### src/rtl/apb_master.sv
// APB3 requester: turns one valid/ready command at a time into a SETUP/ACCESS transfer
// and returns a one-cycle response. Optional ACCESS timeout when APB_MASTER_TIMEOUT_EN is defined.
module apb_master #(
  parameter int AWIDTH         = 8,
  parameter int DWIDTH         = 8,
  parameter int TIMEOUT_CYCLES = 16
) (
  input  logic              PCLK,
  input  logic              PRESETn,
  input  logic              cmd_valid,
  output logic              cmd_ready,
  input  logic              cmd_write,
  input  logic [AWIDTH-1:0] cmd_addr,
  input  logic [DWIDTH-1:0] cmd_wdata,
  output logic              rsp_valid,
  output logic [DWIDTH-1:0] rsp_rdata,
  output logic              rsp_err,
  output logic              PSEL,
  output logic              PENABLE,
  output logic              PWRITE,
  output logic [AWIDTH-1:0] PADDR,
  output logic [DWIDTH-1:0] PWDATA,
  input  logic [DWIDTH-1:0] PRDATA,
  input  logic              PREADY,
  input  logic              PSLVERR,
  output logic [1:0]        dbg_state
);

  typedef enum logic [1:0] {
    IDLE   = 2'd0,
    SETUP  = 2'd1,
    ACCESS = 2'd2
  } state_t;

  state_t state;
  logic   timeout;

  // Handshake: a command transfers on a rising edge where cmd_valid & cmd_ready are both high;
  // cmd_* are captured only then. Responses have no backpressure: rsp_valid is a single-cycle pulse.
  assign cmd_ready = (state == IDLE) | ((state == ACCESS) & PREADY);
  assign dbg_state = state;

`ifdef APB_MASTER_TIMEOUT_EN
  localparam int CW = $clog2(TIMEOUT_CYCLES + 1);
  logic [CW-1:0] wait_cnt;

  // Fires on the TIMEOUT_CYCLES-th ACCESS cycle that sees PREADY low.
  assign timeout = (state == ACCESS) && !PREADY && (wait_cnt == CW'(TIMEOUT_CYCLES - 1));

  always_ff @(posedge PCLK or negedge PRESETn) begin
    if (!PRESETn) begin
      wait_cnt <= '0;
    end else if (state == SETUP) begin
      wait_cnt <= '0;
    end else if ((state == ACCESS) && !PREADY && !timeout) begin
      wait_cnt <= wait_cnt + 1'b1;
    end
  end
`else
  // No abort path: ACCESS waits for PREADY indefinitely.
  assign timeout = 1'b0 & (TIMEOUT_CYCLES == 0);
`endif

  always_ff @(posedge PCLK or negedge PRESETn) begin
    if (!PRESETn) begin
      state     <= IDLE;
      PSEL      <= 1'b0;
      PENABLE   <= 1'b0;
      PWRITE    <= 1'b0;
      PADDR     <= '0;
      PWDATA    <= '0;
      rsp_valid <= 1'b0;
      rsp_rdata <= '0;
      rsp_err   <= 1'b0;
    end else begin
      rsp_valid <= 1'b0;
      unique case (state)
        IDLE: begin
          if (cmd_valid) begin
            PADDR  <= cmd_addr;
            PWDATA <= cmd_wdata;
            PWRITE <= cmd_write;
            PSEL   <= 1'b1;
            state  <= SETUP;
          end
        end
        SETUP: begin
          PENABLE <= 1'b1;
          state   <= ACCESS;
        end
        ACCESS: begin
          if (PREADY) begin
            rsp_valid <= 1'b1;
            rsp_rdata <= PWRITE ? '0 : PRDATA;
            rsp_err   <= PSLVERR;
            PENABLE   <= 1'b0;
            if (cmd_valid) begin
              // Back-to-back: PSEL stays high straight into the next SETUP.
              PADDR  <= cmd_addr;
              PWDATA <= cmd_wdata;
              PWRITE <= cmd_write;
              state  <= SETUP;
            end else begin
              PSEL  <= 1'b0;
              state <= IDLE;
            end
          end else if (timeout) begin
            rsp_valid <= 1'b1;
            rsp_rdata <= '0;
            rsp_err   <= 1'b1;
            PSEL      <= 1'b0;
            PENABLE   <= 1'b0;
            state     <= IDLE;
          end
        end
        default: state <= IDLE;
      endcase
    end
  end

endmodule
### config.mk
export PLATFORM = sky130hd
export DESIGN_NAME = apb_master
export DESIGN_NICKNAME = d
export VERILOG_FILES = /design/src/rtl/apb_master.sv
export SDC_FILE = /design/constraint.sdc
export NUM_CORES = 1
export LEC_CHECK = 0
export CORE_ASPECT_RATIO = 1.25
export CORE_UTILIZATION = 39
export CTS_CLUSTER_SIZE = 16
export DETAILED_ROUTE_END_ITERATION = 6
export GPL_TIMING_DRIVEN = 0
export HOLD_SLACK_MARGIN = 0.02
export PLACE_DENSITY = 0.8
export SLEW_MARGIN = 20
export SYNTH_ARGS = -nofsm -noshare
export SYNTH_HDL_FRONTEND = slang
export SYNTH_SLANG_ARGS = --single-unit
### constraint.sdc
create_clock -name PCLK -period 1.6 [get_ports PCLK]
set_input_delay 0.4 -clock PCLK [delete_from_list [all_inputs] [get_ports PCLK]]
set_output_delay 0.4 -clock PCLK [all_outputs]
set_load 0.02 [all_outputs]
==> results of run 1 <==
[layout by cell type, fill, tap and decap left out, types with 2 or more instances in the layout]
| cell | count |
|---|---|
| clkdlybuf4s50_1 | 27 |
| dfrtp_2 | 2 |
| o21ai_0 | 10 |
| mux2_4 | 9 |
| mux2_2 | 9 |
| clkbuf_1 | 2 |
| nand2b_1 | 9 |
| buf_2 | 2 |
| dlygate4sd2_1 | 32 |
| clkbuf_4 | 5 |
| a21oi_1 | 4 |
| inv_1 | 3 |
| dfrtp_1 | 29 |
| nand2_1 | 10 |
[flip-flops by register name, indices dropped and copies added, names as in the netlist]
signal	count
PWDATA	8
rsp_valid	1
PWRITE	1
PADDR	8
rsp_rdata	8
rsp_err	1
dbg_state	2
PSEL	1
PENABLE	1
[worst min-delay path by stage]
stage	start	endpoint	slack, ns	depth (start not counted)
floorplan	PRESETn	PADDR[0]$_DFFE_PN0P_	0.10	0
global placement	rsp_rdata[6]$_DFFE_PN0P_	rsp_rdata[6]$_DFFE_PN0P_	0.46	2
detailed placement	PRESETn	PADDR[1]$_DFFE_PN0P_	0.48	1
CTS	PRESETn	PADDR[6]$_DFFE_PN0P_	0.12	1
global route	PRESETn	PADDR[2]$_DFFE_PN0P_	0.16	1
finish	PRESETn	PADDR[6]$_DFFE_PN0P_	0.11	1
[cell families (layout without fill, tap and decap cells)]
family / after synthesis / in the layout / share of synthesized area (%)
buffers and inverters: 6 / 73 / 3.00
and+or+nand+nor: 23 / 23 / 10.5
AOI/OAI and AO/OA: 14 / 14 / 5.60
muxes: 18 / 18 / 18.9
DFF: 31 / 31 / 62.0
[critical path: cells and delay by family, from the launching register on]
| family | cells | cell delay (ns) |
|---|---|---|
| flip-flops | 1 | 0.45 |
| AND/OR/NAND/NOR | 2 | 0.24 |
| buffers and inverters | 1 | 0.17 |
[per-stage QoR]
step / power, mW / worst slack (ns) / hold slack [ns] / instance area, sq um
6_report: 2.67 / 0.0418 / 0.110 / 1900
5_1_grt: 2.84 / 0.00399 / 0.163 / 1900
4_1_cts: 2.70 / 0.00438 / 0.123 / 1900
3_5_place_dp: 2.51 / -0.552 / 0.476 / 1900
3_3_place_gp: 2.47 / -0.536 / 0.462 / 1910
2_1_floorplan: 1.83 / 0.0566 / 0.104 / 1250
[cell usage after synthesis]
library cell   n  area, sq um
a21oi_1        4         20.0
buf_6          2         22.5
clkbuf_1       1         3.75
dfrtp_1       31          776
inv_1          3         11.3
mux2_2         9          101
mux2_4         9          135
nand2_1       10         37.5
nand2b_1       9         56.3
nand3b_1       1         7.51
nor2_1         1         3.75
nor2b_4        1         13.8
nor3b_2        1         12.5
o21ai_0       10         50.1
[final cells by class]
type,count,area [sq um]
multi-input cells,55,438
flip-flops and latches,31,778
plain buffers,2,15.0
repair buffers,62,568
well taps,36,45.0
clock buffers,6,41.3
inverters,3,11.3
fillers,264,1100
[power by group]
part           total [mW]  internal [mW]  switching (mW)
combinational        1.11          0.525           0.585
clock               0.381          0.156           0.225
sequential           1.18           1.03           0.149
[layer usage]
layer / routed length [um] / share of wire (%) / up-vias
met5: 0 / 0 / -
met4: 44 / 1.7 / 0
met3: 198 / 7.7 / 6
met2: 1380 / 54 / 40
met1: 954 / 37 / 445
li1: - / - / 444
[repair_timing]
| item | 4_1_cts | 5_1_grt |
|---|---|---|
| buffers inserted | 0 | 1 |
| setup endpoints to repair | 41 | 11 |
| pin swaps | 0 | 0 |
| resized for setup | 37 | 1 |
==> reports/metrics.yaml, run 1 <==
setup_path:
  cp_data_required_time_ns: 1.20
  critPathLaunch: "dbg_state[1]$_DFFE_PN0P_"
  reg2reg_from: "dbg_state[1]$_DFFE_PN0P_"
  slowest_delay_ns: 0.45
  path_class: "flip-flop to output pin"
  path_cells: "nor2b_4 -> nor2_1 -> buf_2"
  cp-end-kind: "output pin"
  worst_setup_path_start_kind: "flip-flop"
  reg2reg_slack_ns: 0.11
  cp_slowest_cell: "dfrtp_2"
  r2r_cells: 4
  crit_arrival_ns: 1.16
  r2r-end: "PWDATA[0]$_DFFE_PN0P_"
  endpoint: "cmd_ready"
  cp_max_fo: 6
routing:
  wl_per_cell_um: 13.2
  vias_per_cell: 4.79
  drtAntennaViolNets: 0
  drc: 0
  vias: 935
  drtIter0Drc: 13
  routed_wl_um: 2580
  firstDrtPassIters: 2
floorplan:
  pin_count: 62
  placementRows: 22
  start_util_pct: 41.7
  die_x_um: 52.7
  core_area_sq_um: 3000
  fp.dieH_um: 65.3
  die_area_sq_um: 3440
yosys:
  synth_area_sq_um: 1250
  synth_seq_area_share_pct: 62.0
  yosysUniqueCellTypes: 14
  synth_cells: 92
  syn_nets: 122
  avgSynthCellArea_sq_um: 13.6
  yosysWarnings: 0
  ys_ff_latch: 31
timing:
  max_freq_ghz: 0.642
  setup_viol: 0
  rsz0062_at_grt: "false"
  fin_crit_ns: 1.56
  final_max_slew_viol_count: 0
  slew-limit-headroom_pct: 56.1
  tightestPinTransition_ns: 0.658
  finalHoldViolations: 0
  finClkSkew_ns: 0.00394
  setup-tns-final_ns: 0
  min_period_over_period_pct: 97.4
placed_design:
  dp_cells: 189
  io_buffers: 61
  place_hpwl_um: 1970
  place.gp.congestion: 0.736
grt:
  grt_busiest_layer: "met2"
  grt_max_degree: 32
  grt_pass1_vias: 950
  grt_pass1_wl_um: 4150
  gr-usage-all-layers_pct: 17.1
  met3_usage_pct: 5.79
  use_met1_pct: 17.7
  globalRouteOverflowTotal: 0
  antenna_found_initial: 0
  met2_usage_pct: 29.1
outcome:
  status: "completed"
pwr:
  ir_drop_v: 0.000782
  leakage_nw: 0.901
  powerDensity_nw_per_um2: 1410
layout:
  drive_gt1_share_pct: 19.5
  antennaDiodeCount: 0
  syn_to_final_growth_pct: 51.6
  fin_cells: 195
  nNetsFinal: 190
  fin_util_pct: 63.2
worst_hold_path:
  hp-class: "input port to asynchronous set/reset pin"
cts:
  clock_latency_ns: 0.31
  cts_tree: "yes"
  root_buffer: "clkbuf_4"
  cts_sinks: 31
  hold_buffers: 0
  htreeDepth: 2
  cts_buffer_depth: 2
  numCtsBuffers: 5
  path_clk_slew_ns: 0.09
run:
  maxCapViolCount: 0
Power figures use the tool's default switching activity.
==> run 2: changes to the inputs <==
--- a/config.mk
+++ b/config.mk
@@ -9,7 +9,7 @@
 export CORE_UTILIZATION = 39
 export CTS_CLUSTER_SIZE = 16
 export DETAILED_ROUTE_END_ITERATION = 6
-export GPL_TIMING_DRIVEN = 0
+export GPL_TIMING_DRIVEN = 1
 export HOLD_SLACK_MARGIN = 0.02
 export PLACE_DENSITY = 0.8
 export SLEW_MARGIN = 20
==> reports/metrics.yaml, run 2 (same netlist as run 1, synthesis figures left out) <==
placed_design:
  dpl_worst_slack_ns: -0.468
  place_hpwl_um: 2040
  place.gp.congestion: 0.781
  dp_cells: 195
  io_buffers: 61
setup_path:
  critPathLaunch: "dbg_state[1]$_DFFE_PN0P_"
  reg2reg_from: "dbg_state[0]$_DFFE_PN0P_"
  worst_setup_path_start_kind: "flip-flop"
  cp_slowest_cell: "dfrtp_1"
  worstSetupPathDepth: 3
  cp-end-kind: "output pin"
  slowest_delay_ns: 0.40
  endpoint: "cmd_ready"
  cp_max_fo: 3
  r2r-end: "PADDR[2]$_DFFE_PN0P_"
  path_class: "flip-flop to output pin"
  cp_data_required_time_ns: 1.20
  r2r_cells: 5
  path_cells: "nor2b_4 -> nor2_1 -> buf_2"
  crit_family: "flip-flops"
  crit_arrival_ns: 1.11
  cp_num_buf_inv: 1
  reg2reg_slack_ns: 0.10
floorplan:
  die_x_um: 52.7
  core_area_sq_um: 3000
  start_util_pct: 41.7
  die_area_sq_um: 3440
  fp.dieH_um: 65.3
  pin_count: 62
  placementRows: 22
layout:
  mostFrequentLayoutCells: "dfrtp_1 (31), dlygate4sd2_1 (31), clkdlybuf4s50_1 (28), mux2_4 (11)"
  reg_top3: "PADDR x8, PWDATA x8, rsp_rdata x8"
  syn_to_final_growth_pct: 61.9
  drive_gt1_share_pct: 24.3
  fin_cells: 205
  nNetsFinal: 198
  antennaDiodeCount: 0
routing:
  routed_wl_um: 2970
  vias: 964
  drc: 0
  drtIter0Drc: 8
  firstDrtPassIters: 4
  wl_per_cell_um: 14.5
  drtAntennaViolNets: 0
  vias_per_cell: 4.70
cts:
  root_buffer: "clkbuf_4"
  cts_tree: "yes"
  htreeDepth: 2
  numCtsBuffers: 5
  cts_sinks: 31
  path_clk_slew_ns: 0.10
  cts_buffer_depth: 2
  hold_buffers: 0
  clock_latency_ns: 0.34
run:
  maxCapViolCount: 0
grt:
  grt_pass1_vias: 976
  antenna_found_initial: 0
  gr-usage-all-layers_pct: 19.6
  grt_pass1_wl_um: 4660
  globalRouteOverflowTotal: 0
  grt_max_degree: 32
timing:
  final_max_slew_viol_count: 0
  setup_ws_ns: 0.0870
  finalHoldViolations: 0
  max_freq_ghz: 0.661
  finClkSkew_ns: 0.0142
  fin_crit_ns: 1.51
  slew-limit-headroom_pct: 74.5
  setup_viol: 0
  min_period_over_period_pct: 94.6
  tightestPinTransition_ns: 0.382
  rsz0062_at_grt: "false"
pwr:
  powerDensity_nw_per_um2: 1390
  clkPwrFrac_pct: 15.1
  p_int_mw: 1.78
  leakage_nw: 0.978
  ir_drop_v: 0.00107
  switchingPower_mw: 1.03
  switching_share_pct: 36.7
  power_frac_seq_pct: 41.4
  p_comb_share_pct: 43.5
  power_mw: 2.81
worst_hold_path:
  hp-class: "input port to asynchronous set/reset pin"
outcome:
  status: "completed"
[run 2: repair_timing]
action                                  CTS  global route
pin swaps                                 1             1
endpoints found under the setup margin   41            18
gates resized for setup                  39             4
setup buffers                             1             1
cloned                                    1             1
[run 2: worst reg2reg max path: cells and delay by family, from the launching register on]
family,cells,cell delay (ns)
and+or+nand+nor,1,0.23
buffers and inverters,3,0.46
muxes,1,0.29
DFF,1,0.42
[run 2: power groups by stage]
stage | clock network [mW] | registers [mW] | logic, mW
2_1_floorplan | 0 | 1.49 | 0.339
3_3_place_gp | 0 | 1.17 | 1.35
3_5_place_dp | 0 | 1.19 | 1.37
4_1_cts | 0.444 | 1.16 | 1.23
5_1_grt | 0.486 | 1.19 | 1.32
6_report | 0.426 | 1.16 | 1.22
[run 2: how the worst min path moves through the flow]
stage,depth (start not counted),slack (ns),to
after floorplan,0,0.10,PADDR[0]$_DFFE_PN0P_
after global placement,2,0.46,rsp_rdata[6]$_DFFE_PN0P_
after CTS,2,0.44,PWRITE$_DFFE_PN0P_
after detailed placement,2,0.48,rsp_rdata[6]$_DFFE_PN0P_
after global routing,2,0.48,PADDR[2]$_DFFE_PN0P_
final,2,0.44,PADDR[2]$_DFFE_PN0P_
[run 2: area by class of cell]
| type | count | area [sq um] |
|---|---|---|
| well taps | 36 | 45.0 |
| clock inverters | 3 | 15.0 |
| fillers | 243 | 975 |
| repair buffers | 72 | 689 |
| clock buffers | 5 | 37.5 |
| flip-flops and latches | 31 | 776 |
| multi-input cells | 55 | 452 |
| inverters | 3 | 11.3 |
[run 2: per-layer routing]
layer,part of all wire (%),wire length (um),GRT usage [%]
met1,39,1140,22.2
met5,0,0,0
met3,7.1,210,8.10
met2,52,1530,31.6
met4,2.6,78,8.88
[run 2: stage by stage]
stage | cell area [sq um] | utilization [%] | hold slack [ns] | setup TNS (ns)
2_1_floorplan | 1250 | - | 0.104 | 0
4_1_cts | 2020 | 67.4 | 0.442 | -0.0186
3_3_place_gp | 1970 | 65.6 | 0.462 | -6.77
5_1_grt | 2030 | 67.5 | 0.478 | 0
6_report | 2030 | 67.5 | 0.440 | 0
3_5_place_dp | 1970 | 65.6 | 0.480 | -7.49
==> run 3: changes to the inputs <==
--- a/config.mk
+++ b/config.mk
@@ -5,6 +5,7 @@
 export SDC_FILE = /design/constraint.sdc
 export NUM_CORES = 1
 export LEC_CHECK = 0
+export CAP_MARGIN = 10
 export CORE_ASPECT_RATIO = 1.25
 export CORE_UTILIZATION = 39
 export CTS_CLUSTER_SIZE = 16
@@ -12,6 +13,7 @@
 export GPL_TIMING_DRIVEN = 1
 export HOLD_SLACK_MARGIN = 0.02
 export PLACE_DENSITY = 0.8
+export SETUP_SLACK_MARGIN = 0.2
 export SLEW_MARGIN = 20
 export SYNTH_ARGS = -nofsm -noshare
 export SYNTH_HDL_FRONTEND = slang
==> reports/metrics.yaml, run 3 (same netlist as run 1, synthesis figures left out) <==
outcome:
  status: "completed"
floorplan:
  fp.dieH_um: 65.3
  core_area_sq_um: 3000
  die_x_um: 52.7
  start_util_pct: 41.7
  placementRows: 22
  pin_count: 62
  die_area_sq_um: 3440
routing:
  firstDrtPassIters: 4
  vias_per_cell: 4.79
  vias: 1011
  drc: 0
  drtIter0Drc: 16
  drtAntennaViolNets: 0
  wl_per_cell_um: 15.4
  routed_wl_um: 3250
setup_path:
  cp-end-kind: "flip-flop"
  crit_family: "flip-flops"
  path_cells: "nor2b_4 -> buf_6 -> nor3b_4 -> buf_6 -> buf_12 -> mux2_4"
  worst_setup_path_start_kind: "flip-flop"
  crit_arrival_ns: 1.79
  cp_max_fo: 7
  path_common_cell: "buf_6"
  cp_data_required_time_ns: 1.80
  slowest_delay_ns: 0.41
  path_class: "flip-flop to flip-flop"
  cp_num_buf_inv: 3
  cp_slowest_cell: "dfrtp_2"
pwr:
  clkPwrFrac_pct: 17.0
  power_mw: 3.01
  power_frac_seq_pct: 39.0
  ir_drop_v: 0.000903
  switching_share_pct: 35.8
  p_int_mw: 1.93
  powerDensity_nw_per_um2: 1440
  switchingPower_mw: 1.08
  p_comb_share_pct: 44.0
  leakage_nw: 1.02
grt:
  antenna_found_initial: 0
  globalRouteOverflowTotal: 0
  grt_max_degree: 32
  gr-usage-all-layers_pct: 21.4
  grt_pass1_wl_um: 5150
  grt_pass1_vias: 1086
timing:
  finClkSkew_ns: 0.00702
  min_period_over_period_pct: 99.1
  tightestPinTransition_ns: 0.245
  setup_viol: 0
  slew-limit-headroom_pct: 83.6
  final_max_slew_viol_count: 0
  fin_crit_ns: 1.59
  setup_ws_ns: 0.0143
  max_freq_ghz: 0.631
  finalHoldViolations: 0
  rsz0062_at_grt: "true"
cts:
  cts_sinks: 31
  numCtsBuffers: 5
  cts_buffer_depth: 2
  htreeDepth: 2
  clock_latency_ns: 0.32
  path_clk_slew_ns: 0.10
  hold_buffers: 0
  root_buffer: "clkbuf_4"
  cts_tree: "yes"
layout:
  reg_top3: "PADDR x8, PWDATA x8, rsp_rdata x8"
  drive_gt1_share_pct: 45.1
  syn_to_final_growth_pct: 66.8
  final_common_cell: "dfrtp_1"
  nNetsFinal: 204
  antennaDiodeCount: 0
  mostFrequentLayoutCells: "dfrtp_1 (30), clkdlybuf4s50_1 (28), buf_2 (24), mux2_4 (18)"
run:
  maxCapViolCount: 0
placed_design:
  place.gp.congestion: 0.639
  io_buffers: 61
  place_hpwl_um: 2170
  dpl_worst_slack_ns: -0.475
worst_hold_path:
  hp-class: "input port to asynchronous set/reset pin"
-- run 3: cell types whose count changed in the layout (fill, tap and decap cells not counted), moves of 5 or more --
cell	previous run	this run
mux2_2	7	0
buf_2	1	24
o21ai_1	0	6
buf_6	2	7
dlygate4sd2_1	31	1
mux2_4	11	18
clkbuf_2	1	6
o21ai_0	10	3
-- run 3: what timing repair did --
action,CTS,global route
pin swaps,1,3
cloned,1,2
endpoints found under the setup margin,49,55
setup buffers,4,1
resized for setup,110,41
-- run 3: final timing paths --
path | from | slack [ns] | end | cells past startpoint
min in group PCLK | rsp_rdata[6]$_DFFE_PN0P_ | 0.50 | rsp_rdata[6]$_DFFE_PN0P_ | 2
max in group asynchronous | PRESETn | 0.97 | dbg_state[1]$_DFFE_PN0P_ | 2
worst min-delay path | PRESETn | 0.46 | PADDR[3]$_DFFE_PN0P_ | 2
worst max register to register | dbg_state[1]$_DFFE_PN0P_ | 0.01 | PADDR[6]$_DFFE_PN0P_ | 6
worst min register to register | rsp_rdata[6]$_DFFE_PN0P_ | 0.50 | rsp_rdata[6]$_DFFE_PN0P_ | 2
worst max-delay path | dbg_state[1]$_DFFE_PN0P_ | 0.01 | PADDR[6]$_DFFE_PN0P_ | 6
-- run 3: power by group through the flow --
stage	Combinational (mW)	Clock, mW	Sequential, mW
global placement	1.36	0	1.17
detailed placement	1.40	0	1.19
floorplan	0.342	0	1.49
finish	1.32	0.511	1.17
global route	1.41	0.570	1.20
CTS	1.39	0.522	1.18
-- run 3: worst reg2reg max path, delay by kind of cell, from the launching register on --
kind                   cells  cell delay, ns
muxes                      1            0.31
buffers and inverters      3            0.39
and+or+nand+nor            2            0.38
DFF                        1            0.41
-- run 3: metal layers --
metal | wire length, um | global-route usage (%) | vias to the layer above
met5 | 0 | 0 | -
met4 | 0 | 3.62 | 0
met3 | 254 | 9.49 | 0
met2 | 1820 | 38.1 | 47
met1 | 1170 | 23.0 | 490
li1 | - | - | 474
-- run 3: layout make-up --
cell class | count | area, sq um
clock buffers | 8 | 68.8
fillers | 228 | 913
inverters | 3 | 11.3
multi-input cells | 55 | 484
flip-flops and latches | 31 | 777
well taps | 36 | 45.0
repair buffers | 78 | 701
-- run 3: stage by stage --
stage          TNS, ns  hold slack (ns)  instances  utilization (%)  area [sq um]
6_report             0            0.457        211             69.6          2090
5_1_grt         -0.474            0.446        211             69.6          2090
4_1_cts              0            0.432        208             72.2          2170
3_5_place_dp     -7.84            0.470        195             66.4          1990
3_3_place_gp     -7.21            0.463        195             66.4          1990
2_1_floorplan        0            0.104         92                -          1260
==> variant 1, RTL diff (flow settings as in run 2) <==
Build with the macro `APB_MASTER_TIMEOUT_EN` defined.
--- a/src/rtl/apb_master.sv
+++ b/src/rtl/apb_master.sv
@@ -1,5 +1,7 @@
 // APB3 requester: turns one valid/ready command at a time into a SETUP/ACCESS transfer
 // and returns a one-cycle response. Optional ACCESS timeout when APB_MASTER_TIMEOUT_EN is defined.
+`define APB_MASTER_TIMEOUT_EN
+
 module apb_master #(
   parameter int AWIDTH         = 8,
   parameter int DWIDTH         = 8,
Behaviour: same outputs for any inputs over 10 cycles, from zero or initial values and one cycle with PRESETn low; that may be too few to reach the edited logic, so the function may still have changed.
==> variant 1 against run 2 <==
- the run now ends with design-rule violations, negative setup slack left
- power increased by 20%
- die area grew 18%
- largest power group unchanged
- wire length grew 45%
- clock power grew 54%
- setup slack got worse by 0.30 ns
- cell count rose by 18%
- global-route usage rose by 2.3 points
- cell area increased by 28%
- sequential cell count grew 5
- count of clock-buffer cells in the layout grew 1
- area after synthesis grew 18%
- core utilization rose by 5.4 points
==> variant 1: results (changes against run 2) <==
| Metric | Value |
|---|---|
| Vias in the first global route | 1375 (+41%) |
| Post-synthesis mux area share | 12.94% (-6.0 points) |
| Largest net degree at the start of global routing | 37 (+16%) |
| Mapped Nets | 142 (+16%) |
| Origin of the worst setup path | wait_cnt[1]$_DFFE_PN0P_ |
| CP Data Arrival Time | 2.03 ns (+0.92 ns) |
| Overall power | 3.387 mW (+20%) |
| Critical Path Slowest Stage Cell | or3_4 |
| Gr usage total | 21.97% (+2.3 points) |
| Worst slew pin tran | 0.4559 ns (+0.07365 ns) |
| CTS resizes | 54 (+38%) |
| Hpwl dp | 2596 µm (+27%) |
| Complex-gate fraction of the synthesized area | 13.37% (+7.8 points) |
| Failing checks | design-rule violations, negative setup slack |
| Drt drc | 8 (+8) |
| Share of layout cells above drive strength 1 | 36.45% (+12 points) |
| Adder-cell share of the synthesized area | 1.692% (+1.7 points) |
| Drt pass-1 iters | 6 (+2) |
| Setup ws final | -0.2166 ns (-0.3036 ns) |
| Post-synth cell types | 33 (+19) |
| Length in cells of the worst reg-to-reg path | 7 (+2) |
| Synth top area cells | dfrtp_1 61%, mux2_2 11%, a22o_1 5.9% |
| CTS root buffer | clkbuf_8 |
| Setup TNS | -1.774 ns (-1.774 ns) |
| Vias/cell | 5.298 (+13%) |
| Clock share of power | 19.4% (+4.3 points) |
| DR iter-0 viols | 33 (+25) |
| Internal power consumption | 2.215 mW (+24%) |
| P_seq | 1.30 mW (+12%) |
| First-pass GRT wire length | 6706 µm (+44%) |
| Status | finished, violations left |
| Final setup violation count | 16 (+16) |
[variant 1: cell count changes in the layout (fill, tap and decap cells not counted), sizes merged, moves of 3 or more]
cell / run 2 / this run
nand2: 10 / 2
o21ai: 10 / 4
dfrtp: 31 / 36
a22o: 0 / 10
nor2: 1 / 4
nand2b: 9 / 1
buf: 11 / 31
[variant 1: final cells by class]
cell class | instances | area [µm²]
fill | 246 | 958.4
sequential | 36 | 900.9
tap | 39 | 48.80
clock buffer | 6 | 82.58
inverter | 5 | 18.77
timing repair buffer | 90 | 860.8
multi-input combinational | 64 | 663.1
clock inverter | 2 | 10.01
[variant 1: layer usage]
layer / vias up / routed length, µm / track usage [%]
met3: 15 / 177 / 5.484
met2: 39 / 2371 / 39.22
li1: 585 / - / -
met5: - / 0 / 0
met4: 0 / 132 / 8.672
met1: 643 / 1629 / 24.91
[variant 1: worst reg2reg max path: stages, from the launching register on]
cell and delay, ns:
dfrtp_1 0.38, ha_2 0.19, and3_4 0.18, ha_4 0.15, buf_4 0.13, or3_4 0.41
o21ai_2 0.15, a22o_1 0.15
[variant 1: through the flow]
| stage | instances | hold WS, ns | setup slack [ns] | util [%] | area (µm²) |
|---|---|---|---|---|---|
| 3_3_place_gp | 220 | 0.4552 | -0.4075 | 63.63 | 2255 |
| 4_1_cts | 235 | 0.1633 | -0.1978 | 70.13 | 2485 |
| 6_report | 242 | 0.1357 | -0.2166 | 72.95 | 2585 |
| 5_1_grt | 242 | 0.1701 | -0.2926 | 72.95 | 2585 |
| 3_5_place_dp | 220 | 0.4659 | -0.4393 | 63.63 | 2255 |
| 2_1_floorplan | 110 | 0.1044 | -0.3324 | - | 1506 |
==> variant 2, RTL diff (flow settings as in run 2) <==
Made on the original files. Put one more register stage on the output `rsp_err`, with the module's reset. The value now appears one clock later. The other outputs are not delayed to match.
--- a/src/rtl/apb_master.sv
+++ b/src/rtl/apb_master.sv
@@ -31,6 +31,8 @@
     SETUP  = 2'd1,
     ACCESS = 2'd2
   } state_t;
+
+  logic rsp_err_s0;
 
   state_t state;
   logic   timeout;
@@ -71,7 +73,7 @@
       PWDATA    <= '0;
       rsp_valid <= 1'b0;
       rsp_rdata <= '0;
-      rsp_err   <= 1'b0;
+      rsp_err_s0 <= 1'b0;
     end else begin
       rsp_valid <= 1'b0;
       unique case (state)
@@ -92,7 +94,7 @@
           if (PREADY) begin
             rsp_valid <= 1'b1;
             rsp_rdata <= PWRITE ? '0 : PRDATA;
-            rsp_err   <= PSLVERR;
+            rsp_err_s0 <= PSLVERR;
             PENABLE   <= 1'b0;
             if (cmd_valid) begin
               // Back-to-back: PSEL stays high straight into the next SETUP.
@@ -107,7 +109,7 @@
           end else if (timeout) begin
             rsp_valid <= 1'b1;
             rsp_rdata <= '0;
-            rsp_err   <= 1'b1;
+            rsp_err_s0 <= 1'b1;
             PSEL      <= 1'b0;
             PENABLE   <= 1'b0;
             state     <= IDLE;
@@ -118,4 +120,12 @@
     end
   end
 
+  always_ff @(posedge PCLK or negedge PRESETn) begin
+    if (!PRESETn) begin
+      rsp_err <= '0;
+    end else begin
+      rsp_err <= rsp_err_s0;
+    end
+  end
+
 endmodule
Function: changed (a bounded check fails within 4 cycles, from zero or initial values and one cycle with PRESETn low).
==> variant 2 against run 2 <==
- non-clock buffer count increased by 4
- setup slack got worse by 0.055 ns
- wire length up 15%
- register-to-register slack got worse by 0.07 ns
- clock power rose by 65%
- combinational power is 8% higher
- synthesized cell count is 1.1% higher
- die area up 1.9%
- cell area is 8.6% higher
- sequential cell count is 1 higher
- area after synthesis grew 2.0%
- power up 15%
- cell count up 2.4%
- hold slack lost 0.060 ns
- largest power group unchanged
==> variant 2: results (changes against run 2) <==
| Metric | Value |
|---|---|
| Slew headroom | 84.39% (+9.9 points) |
| FFs w/ async S/R, synth | 100.0% (unchanged) |
| Largest net degree at the start of global routing | 33 (+3.1%) |
| Status | complete, no violations |
| DR iter-0 viols | 6 (-2) |
| Regs by FF count | PADDR (8), PWDATA (8), rsp_rdata (8) |
| Leakage Power | 1.067 nW (+9.1%) |
| Initial antenna violation count | 0 (unchanged) |
| Share of layout cells above drive strength 1 | 25.86% (+1.6 points) |
| Worst R2R End | PWDATA[1]$_DFFE_PN0P_ |
| Max clock buf depth | 2 (unchanged) |
| Nets | 203 (+2.5%) |
| Critical Path Slowest Stage Cell | dfrtp_1 |
| Post-synth cell types | 14 (unchanged) |
| CTS clock-pin slew for the worst setup and hold paths | 0.12 ns (+0.02 ns) |
| CTS root buffer | clkbuf_4 |
| Reg-to-reg slack, setup | 0.03 ns (-0.07 ns) |
| N_diodes | 0 (unchanged) |
| Register area share after synthesis | 62.75% (+0.75 points) |
| Drt pass-1 iters | 4 (unchanged) |
| Gr usage total | 21.30% (+1.7 points) |
| Hold_ws | 0.3802 ns (-0.05959 ns) |
| CTS buffer count | 5 (unchanged) |
| Worst skew pair latency | 0.35 ns |
| Length in cells of the worst reg-to-reg path | 6 (+1) |
| CP Data Arrival Time | 1.78 ns (+0.67 ns) |
| Top cells by count, synth | 32 x dfrtp_1, 10 x nand2_1, 10 x o21ai_0 |
| Post-Place Worst Slack | -0.4599 ns (+0.008047 ns) |
| Worst hold path endpoint | rsp_err$_DFF_PN0_ |
| Vias/cell | 4.852 (+3.2%) |
| Hold Crit Depth | 0 |
| Syn. warnings | 0 (unchanged) |
| Worst Hold Launch | rsp_err_s0$_DFFE_PN0P_ |
| Synth top area cells | dfrtp_1 63%, mux2_4 11%, mux2_2 7.9% |
| Critical Path Max Stage Delay | 0.40 ns (about the same) |
| Routed WL per cell | 16.25 µm (+12%) |
| H-tree depth reported by CTS | 2 (unchanged) |
| CP max FO | 5 (+2) |
| R2R Path Start | dbg_state[1]$_DFFE_PN0P_ |
| Hpwl dp | 2228 µm (+9.3%) |
| Placer Congestion | 0.6998 (-10%) |
| Layout Skew | 0.02223 ns (+0.008047 ns) |
| Vias in the first global route | 1088 (+11%) |
| Post-synth top flop | dfrtp_1 |
| VDD IR max | 1.193 mV (+11%) |
| First-pass GRT wire length | 5133 µm (+10%) |
| Hold Path Class | reg2reg |
| Mapped Nets | 123 (+0.82%) |
| Buffers on Ports | 61 (unchanged) |
[variant 2: stage by stage]
step | std cells | instance area (µm²)
after CTS | 209 | 2146
final | 210 | 2200
after floorplan | 93 | 1276
after detailed placement | 198 | 2013
after global placement | 198 | 2013
after global routing | 210 | 2200
[variant 2: how the worst max path moves through the flow]
stage / start / end / slack, ns
floorplan: dbg_state[1]$_DFFE_PN0P_ / PADDR[0]$_DFFE_PN0P_ / 0.06
detailed placement: PREADY / cmd_ready / -0.46
CTS: dbg_state[1]$_DFFE_PN0P_ / PADDR[6]$_DFFE_PN0P_ / 0.01
finish: dbg_state[1]$_DFFE_PN0P_ / PWDATA[1]$_DFFE_PN0P_ / 0.03
global route: dbg_state[1]$_DFFE_PN0P_ / PWDATA[1]$_DFFE_PN0P_ / -0.05
global placement: PREADY / cmd_ready / -0.45
[variant 2: cell type report]
class / instances / area [µm²]
Clock inverter: 1 / 30.03
Clock buffer: 7 / 65.06
Sequential cell: 32 / 800.8
Tap cell: 36 / 45.04
Inverter: 3 / 11.26
Fill cell: 231 / 828.3
Timing Repair Buffer: 76 / 773.2
Multi-Input combinational cell: 55 / 474.2
[variant 2: what timing repair did]
action / in CTS / in global routing
setup endpoints to repair: 49 / 18
pin swaps: 1 / 1
gates resized for setup: 40 / 10
endpoints found under the hold margin: 0 / 0
cloned: 2 / 1
setup buffers: 1 / 0
[variant 2: power breakdown]
| part | internal (mW) | leakage, nW | switching [mW] |
|---|---|---|---|
| logic | 0.661 | 0.628 | 0.657 |
| registers | 1.07 | 0.387 | 0.143 |
| clock network | 0.415 | 0.0515 | 0.290 |
[variant 2: cell families after synthesis]
kind of cell | share of synthesized area [%]
flip-flops | 62.75
AO/OA/AOI/OAI | 5.490
AND/OR/NAND/NOR | 10.29
multiplexers | 18.53
buffers and inverters | 2.941
[variant 2: per-layer routing]
layer	track usage, %	vias up	routed length, µm
li1	-	474	-
met1	21.82	493	1251
met2	39.24	49	1903
met3	7.126	3	222
met4	6.908	0	35
met5	0	-	0
[variant 2: critical path: cells and delay by family (launching register included)]
kind / cells / cell delay [ns]
buffers and inverters: 3 / 0.40
multiplexers: 1 / 0.30
flip-flops: 1 / 0.40
AND/OR/NAND/NOR: 2 / 0.33
